===== config.mk =====
export PLATFORM = sky130hd
export DESIGN_NAME = hit_scan_ctrl
export DESIGN_NICKNAME = d
export VERILOG_FILES = /design/src/rtl/hit_scan_ctrl.sv
export SDC_FILE = /design/constraint.sdc
export NUM_CORES = 1
export LEC_CHECK = 0
export BUFFER_PORTS_ARGS = -buffer_cell sky130_fd_sc_hd__buf_2
export CORE_MARGIN = 2
export CORE_UTILIZATION = 40
export DETAILED_ROUTE_END_ITERATION = 7
export GPL_TIMING_DRIVEN = 1
export MAX_ROUTING_LAYER = met4
export PLACE_DENSITY_LB_ADDON = 0.1
export SLEW_MARGIN = 40
export SYNTH_ARGS = -nofsm -noshare
export SYNTH_HDL_FRONTEND = slang
export SYNTH_SLANG_ARGS = --single-unit

===== constraint.sdc =====
create_clock -name clk -period 6.2 [get_ports clk]
set_input_delay 1.86 -clock clk [delete_from_list [all_inputs] [get_ports clk]]
set_output_delay 1.86 -clock clk [all_outputs]
set_load 0.02 [all_outputs]

===== src/rtl/hit_scan_ctrl.sv =====
// Time-shared hitbox comparator: one scan per tick walks the five targets from a
// rotating priority pointer and reports at most one hit, with damage and bullet-kill pulses.
module hit_scan_ctrl #(
  parameter int HIT_W = 16,
  parameter int HIT_H = 16,
  parameter int NT    = 5
) (
  input  logic             clk,
  input  logic             rst,
  input  logic             tick,
  input  logic             bullet_act,
  input  logic [9:0]       bullet_x,
  input  logic [9:0]       bullet_y,
  input  logic [NT-1:0]    tgt_act,
  input  logic [10*NT-1:0] tgt_x,
  input  logic [10*NT-1:0] tgt_y,
  output logic             busy,
  output logic             done,
  output logic             hit,
  output logic [2:0]       hit_id,
  output logic             bullet_kill,
  output logic             ovr,
  output logic [15:0]      hit_cnt
);

  typedef enum logic [1:0] {IDLE, SCAN, DONE} state_t;

  localparam logic [10:0] HIT_W_L = 11'(HIT_W);
  localparam logic [10:0] HIT_H_L = 11'(HIT_H);
  localparam logic [2:0]  LAST_IDX = 3'(NT - 1);

  state_t          state_q, state_d;
  logic [2:0]      ptr_q, ptr_d;
  logic [2:0]      idx_q, idx_d;
  logic [2:0]      step_q, step_d;
  logic            hit_flag_q, hit_flag_d;
  logic            busy_q, busy_d;
  logic            done_q, done_d;
  logic            hit_q, hit_d;
  logic [2:0]      hit_id_q, hit_id_d;
  logic            ovr_q, ovr_d;
  logic [15:0]     hit_cnt_q, hit_cnt_d;
  logic            snap_load;

  logic [9:0]      bx_q, by_q;
  logic [NT-1:0]   act_q;
  logic [9:0]      tx_q [NT];
  logic [9:0]      ty_q [NT];
  logic [9:0]      tgt_x_arr [NT];
  logic [9:0]      tgt_y_arr [NT];

  generate
    for (genvar gi = 0; gi < NT; gi++) begin : g_unpack
      assign tgt_x_arr[gi] = tgt_x[10*gi +: 10];
      assign tgt_y_arr[gi] = tgt_y[10*gi +: 10];
    end
  endgenerate

  logic [10:0] diff_x, diff_y, dx, dy;
  logic [2:0]  idx_inc;
  logic        match;

  always_comb begin
    diff_x  = {1'b0, bx_q} - {1'b0, tx_q[idx_q]};
    diff_y  = {1'b0, by_q} - {1'b0, ty_q[idx_q]};
    // 11-bit difference is two's complement; fold negatives to magnitude
    dx      = diff_x[10] ? (11'd0 - diff_x) : diff_x;
    dy      = diff_y[10] ? (11'd0 - diff_y) : diff_y;
    match   = act_q[idx_q] & (dx < HIT_W_L) & (dy < HIT_H_L);
    idx_inc = (idx_q == LAST_IDX) ? 3'd0 : idx_q + 3'd1;
  end

  always_comb begin
    state_d    = state_q;
    ptr_d      = ptr_q;
    idx_d      = idx_q;
    step_d     = step_q;
    hit_flag_d = hit_flag_q;
    hit_id_d   = hit_id_q;
    hit_cnt_d  = hit_cnt_q;
    snap_load  = 1'b0;
    ovr_d      = ovr_q | (tick & (state_q != IDLE));
    case (state_q)
      IDLE: begin
        if (tick) begin
          hit_flag_d = 1'b0;
          if (bullet_act) begin
            snap_load = 1'b1;
            idx_d     = ptr_q;
            step_d    = 3'd0;
            state_d   = SCAN;
          end else begin
            state_d = DONE;
          end
        end
      end
      SCAN: begin
        if (match) begin
          hit_id_d   = idx_q;
          ptr_d      = idx_inc;
          hit_flag_d = 1'b1;
          state_d    = DONE;
          if (hit_cnt_q != 16'hFFFF) hit_cnt_d = hit_cnt_q + 16'd1;
        end else begin
          idx_d  = idx_inc;
          step_d = step_q + 3'd1;
          if (step_q == 3'd4) state_d = DONE;
        end
      end
      DONE:    state_d = IDLE;
      default: state_d = IDLE;
    endcase
    // outputs are registered, so derive them from the next state
    busy_d = (state_d != IDLE);
    done_d = (state_d == DONE);
    hit_d  = (state_d == DONE) & hit_flag_d;
  end

  always_ff @(posedge clk) begin
    if (rst) begin
      state_q    <= IDLE;
      ptr_q      <= 3'd0;
      idx_q      <= 3'd0;
      step_q     <= 3'd0;
      hit_flag_q <= 1'b0;
      busy_q     <= 1'b0;
      done_q     <= 1'b0;
      hit_q      <= 1'b0;
      hit_id_q   <= 3'd0;
      ovr_q      <= 1'b0;
      hit_cnt_q  <= 16'd0;
      bx_q       <= 10'd0;
      by_q       <= 10'd0;
      act_q      <= '0;
      for (int i = 0; i < NT; i++) begin
        tx_q[i] <= 10'd0;
        ty_q[i] <= 10'd0;
      end
    end else begin
      state_q    <= state_d;
      ptr_q      <= ptr_d;
      idx_q      <= idx_d;
      step_q     <= step_d;
      hit_flag_q <= hit_flag_d;
      busy_q     <= busy_d;
      done_q     <= done_d;
      hit_q      <= hit_d;
      hit_id_q   <= hit_id_d;
      ovr_q      <= ovr_d;
      hit_cnt_q  <= hit_cnt_d;
      if (snap_load) begin
        bx_q  <= bullet_x;
        by_q  <= bullet_y;
        act_q <= tgt_act;
        for (int i = 0; i < NT; i++) begin
          tx_q[i] <= tgt_x_arr[i];
          ty_q[i] <= tgt_y_arr[i];
        end
      end
    end
  end

  assign busy        = busy_q;
  assign done        = done_q;
  assign hit         = hit_q;
  assign bullet_kill = hit_q;
  assign hit_id      = hit_id_q;
  assign ovr         = ovr_q;
  assign hit_cnt     = hit_cnt_q;

endmodule

## Yosys cells after proc, flatten, opt, wreduce, memory -nomap -nowiden

Memory sizes are Yosys's and may differ from the RTL's. A register that Yosys moved wholly into a read port is not among the register bits.
Index checks and enable logic that the tools add are counted.

- Memory bits (writable): 100
- Memories kept: 2
- Bits in registers: 60
- Output and inout bits: 24
- Word-level logic and storage cells: 99
- Input bits: 129

- Bitwise gates (word level): 15
- Eq/ne operators: 8
- Order comparisons: 3
- Reduce and logical (&&, ||, !) cells: 7
- Add/sub/neg operators: 7
- Muxes and demuxes: 43

Memories:

| name | words | bits a word | rd ports | clocked after Yosys merged registers in | write ports | line | source |
|---|---|---|---|---|---|---|---|
| tx_q | 5 | 10 | 1 | 1 | 5 | 47 | `logic [9:0] tx_q [NT];` |
| ty_q | 5 | 10 | 1 | 1 | 5 | 48 | `logic [9:0] ty_q [NT];` |

Operators by type and width:

| kind | count |
|---|---|
| $mux 10 | 10 |
| $mux 3 | 11 |
| $lt 11x5->1 const B | 2 |
| $mux 11 | 2 |
| $sub 1x11->11 const A | 2 |
| $sub 10x10->11 | 2 |
| $add 16x1->16 const B | 1 |
| $ne 16x16->1 const B | 1 |
| $pmux 3 s2 | 2 |
| $mux 1 | 11 |
| $or 1x1->1 | 11 |
| $mux 2 | 4 |
| $add 3x1->3 const B | 2 |
| $eq 3x3->1 const B | 2 |
| $ne 2x2->1 const B | 3 |
| $reduce_bool 2->1 | 3 |
| $and 1x1->1 | 4 |
| $lt 3x4->1 const B | 1 |
| $pmux 2 s2 | 1 |
| $reduce_and 4->1 | 1 |
| $bmux 1 s3 | 1 |
| $reduce_and 3->1 | 1 |
| $eq 2x1->1 const B | 1 |
| $eq 2x2->1 const B | 1 |
| 3 further kinds | 3 |

## Depth between registers and ports, before layout

- Depth in word-level cells: 10
- Mapped depth: 18
- Depth with buffers taken out: 14

## Worst setup path before layout

No wires, ideal clock.

- Path type: input port to flip-flop
- Start: input rst
- End: memory tx_q[0][0] (enable)
- Data arrival time: 4.108 ns
- Cell stages on the path: 4
- Path slack: 1.162 ns
- Required time: 5.270 ns
- Library setup time: 0.930 ns
- Buffers on the path: 2
- Cell sequence: clkbuf_1 inv_1 clkbuf_1 nand2_1

RTL lines:

| what | line | source |
|---|---|---|
| start: declaration | 9 | `input logic rst,` |
| end: declaration | 47 |  |

==> results.tsv <==
stage	metric	value	unit
yosys	post-synthesis cell type count	68	
worst_setup_path	crit end category	register	
global_route	first-pass GRT wire length	31800	um
cts	TritonCTS clock tree	done	
cts	Hold-fix buffers, CTS	0	
yosys	EDFF count, synth	100	
sta	# setup viols final	0	
sta	Final Skew	0.0110	ns
sta	Setup TNS Final	0	ns
sta	max_slew headroom	49.9	%
cells_and_area	Diodes inserted	0	
detailed_routing	Pre-antenna DRT Iters	5	
cts	post-cts resize count	0	
yosys	ys async rst share	0	%
die	die area	21600	sq um
global_route	gr usage total	19.5	%
min_path	Hold Path Class	reg2reg	
cts	deepest clock path buffer count	2	
worst_setup_path	CP arrival	5.77	ns
detailed_routing	met3 routed WL	788	um
yosys	Main synth FF type	edfxtp_1	
worst_setup_path	critical path startpoint category	register	
yosys	yosys warns	0	
detailed_routing	DR vias/cell	5.32	
sta	pins over their slew limit	0	
die	I/O pins	153	
detailed_routing	Wirelength per Cell	17.5	um
die	die width	147	um
yosys	cells taking the most area after synthesis	edfxtp_1 (37%), dfxtp_1 (15%), and3_1 (8.2%), mux4_2 (5.8%), ha_1 (3.8%)	
global_route	vias in the first global route	5984	
detailed_routing	Total Wirelength	20000	um
placed_design	GP Congestion	0.859	
yosys	area leader, netlist	edfxtp_1	
detailed_routing	max layer used	met4	
cells_and_area	fraction of layout cells with a size suffix above 1	27.2	%
sta	worst slew pin tran	0.752	ns
placed_design	IO buf count	152	
worst_setup_path	worst reg2reg path depth	13	
worst_setup_path	R2R Path End	hit_cnt[6]	
die	core area	20200	sq um
power_and_ir_drop	VDD IR max	0.180	mV
yosys	Yosys top cell area share	36.7	%
cts	cts bufs inserted	17	
cells_and_area	area grow syn2layout	19.6	%
worst_setup_path	Worst Path Required	6.53	ns
min_path	hold depth	2	
yosys	Post-Syn Area	8180	sq um
die	row cnt	52	
detailed_routing	DRC errors left	0	
sta	Fin. Hold Viols	0	
detailed_routing	via count	6089	
die	initial core utilization	40.5	%
outcome	outcome	finished clean	
power_and_ir_drop	P per Cell Area	283	nW/um^2
cells_and_area	commonest cells after routing, fill and taps aside	buf_2 (152), and3_1 (107), edfxtp_1 (100)	
yosys	Post-Synthesis Mean Instance Area	11.2	sq um
detailed_routing	initial DRC count	390	
cells_and_area	# nets final	1018	
yosys	Net Count, Synth	887	
cts	Clk pin slew, worst setup/hold paths	0.07	ns
global_route	grt total ovfl	0	
min_path	Worst Hold Launch	act_q[1]	
run	max_cap viols	0	
cts	H-Tree Depth	4	
die	die height	147	um
worst_setup_path	critical path peak fanout	22	
yosys	sequential area share after synthesis	52.1	%
detailed_routing	Metal-1 WL	9970	um
min_path	hold endpoint	act_q[1]	
sta	maximum clock frequency	184	MHz
global_route	initial antenna violation count	0	
detailed_routing	Routed Antenna Nets	0	
global_route	largest net degree at the start of global routing	127	
detailed_routing	wire length on met2	9040	um
cts	CTS Root Buffer Type	clkbuf_16	
cells_and_area	Final Core Density	48.5	%
power_and_ir_drop	P_leak	4.17	nW
sta	unrepaired setup endpoints after global routing	false	
worst_setup_path	R2R Setup Slk	0.75	ns
cells_and_area	most common cell after layout, fill and taps aside	buf_2	
cts	post-CTS setup buffer count	0	
placed_design	detailed placer's ending HPWL	14300	um
worst_setup_path	critical path type	reg2reg	
sta	crit share post-route	87.9	%
yosys	FF+latch count, synth	163	
yosys	Syn Inst Count	731	
cts	clock tree sinks	163	
sta	final period demand of the worst path	5.45	ns
cts	clock latency at the later pin of the worst-skew pair	0.43	ns
area by class of cell:
class,count,area [sq um]
clock buffers,17,425
clock inverters,15,161
fillers,1861,10400
inverters,19,71.3
multi-input cells,497,3660
flip-flops and latches,163,4260
well taps,270,338
repair buffers,164,858
layer usage:
| layer | track usage, % | vias up |
|---|---|---|
| met5 | - | - |
| met4 | 4.86 | 0 |
| met3 | 3.85 | 19 |
| met2 | 28.4 | 152 |
| met1 | 28.1 | 2912 |
| li1 | - | 3006 |
worst max-delay path by stage:
stage	startpoint	to	depth (start not counted)
2_1_floorplan	rst	tx_q[0][0]	4
3_3_place_gp	register	hit_cnt[8]	12
3_5_place_dp	register	hit_cnt[6]	13
4_1_cts	register	hit_cnt[6]	13
5_1_grt	register	hit_cnt[6]	13
6_report	register	hit_cnt[6]	13
Yosys cell counts, types with 5 or more instances:
master,instances
nand2_1,69
a21boi_0,5
xor2_1,7
or3_1,10
o21ai_0,13
xnor2_1,7
nor2_1,27
ha_1,25
nand4_1,6
dfxtp_1,63
inv_1,19
a21oi_1,56
mux2_2,7
nor3_1,6
nand3_1,15
and3_1,107
clkbuf_1,48
nor2b_1,11
edfxtp_1,100
mux2i_1,28
mux4_2,21
flip-flops by register name, summed over array words and instances, names as in the netlist, named ones only:
name and count:
hit_flag_q 1, act_q 5, step_q 3, state_q 2, busy 1, tx_q 50, done 1, ovr 1
idx_q 3, by_q 10, ty_q 50, hit_cnt 16, ptr_q 3, bullet_kill 1, hit_id 3, bx_q 10
logic make-up (layout without fill, tap and decap cells):
family          count (synthesis)  in the layout  synth area share, %
simple gates                  277            277                 18.3
flops                         163            163                 52.1
compound gates                123            123                 10.1
buf+inv                        71            215                 3.43
mux                            56             56                 10.2
fa+ha+maj                      27             27                 4.32
xor+xnor                       14             14                 1.50
worst max-delay path: stages (launching register included):
cell,delay [ns]
dfxtp_1,0.74
buf_4,0.29
mux4_2,0.53
mux2i_1,0.23
ha_1,0.34
a21oi_1,0.24
o21ai_0,0.15
a211oi_2,0.27
inv_1,0.09
a2111oi_0,0.49
mux2i_1,0.27
or4_1,0.86
nor4b_1,0.46
mux2_2,0.38
per-stage QoR:
step	cell area [sq um]	cells	total power, W	worst slack [ns]	hold slack (ns)
global placement	9180	1113	0.00174	1.08	0.433
global route	9780	1145	0.00290	0.150	0.480
detailed placement	9190	1113	0.00176	0.761	0.453
floorplan	8180	731	0.00161	1.16	0.433
CTS	9780	1145	0.00279	0.734	0.463
finish	9780	1145	0.00277	0.751	0.459
report_power, final:
part | internal [W] | total (W) | switching, W
Sequential | 0.00121 | 0.00124 | 0.0000316
Clock | 0.000537 | 0.00104 | 0.000503
Combinational | 0.000211 | 0.000488 | 0.000278
Total | 0.00196 | 0.00277 | 0.000813
Note: power is estimated with default switching activity, not from simulation.
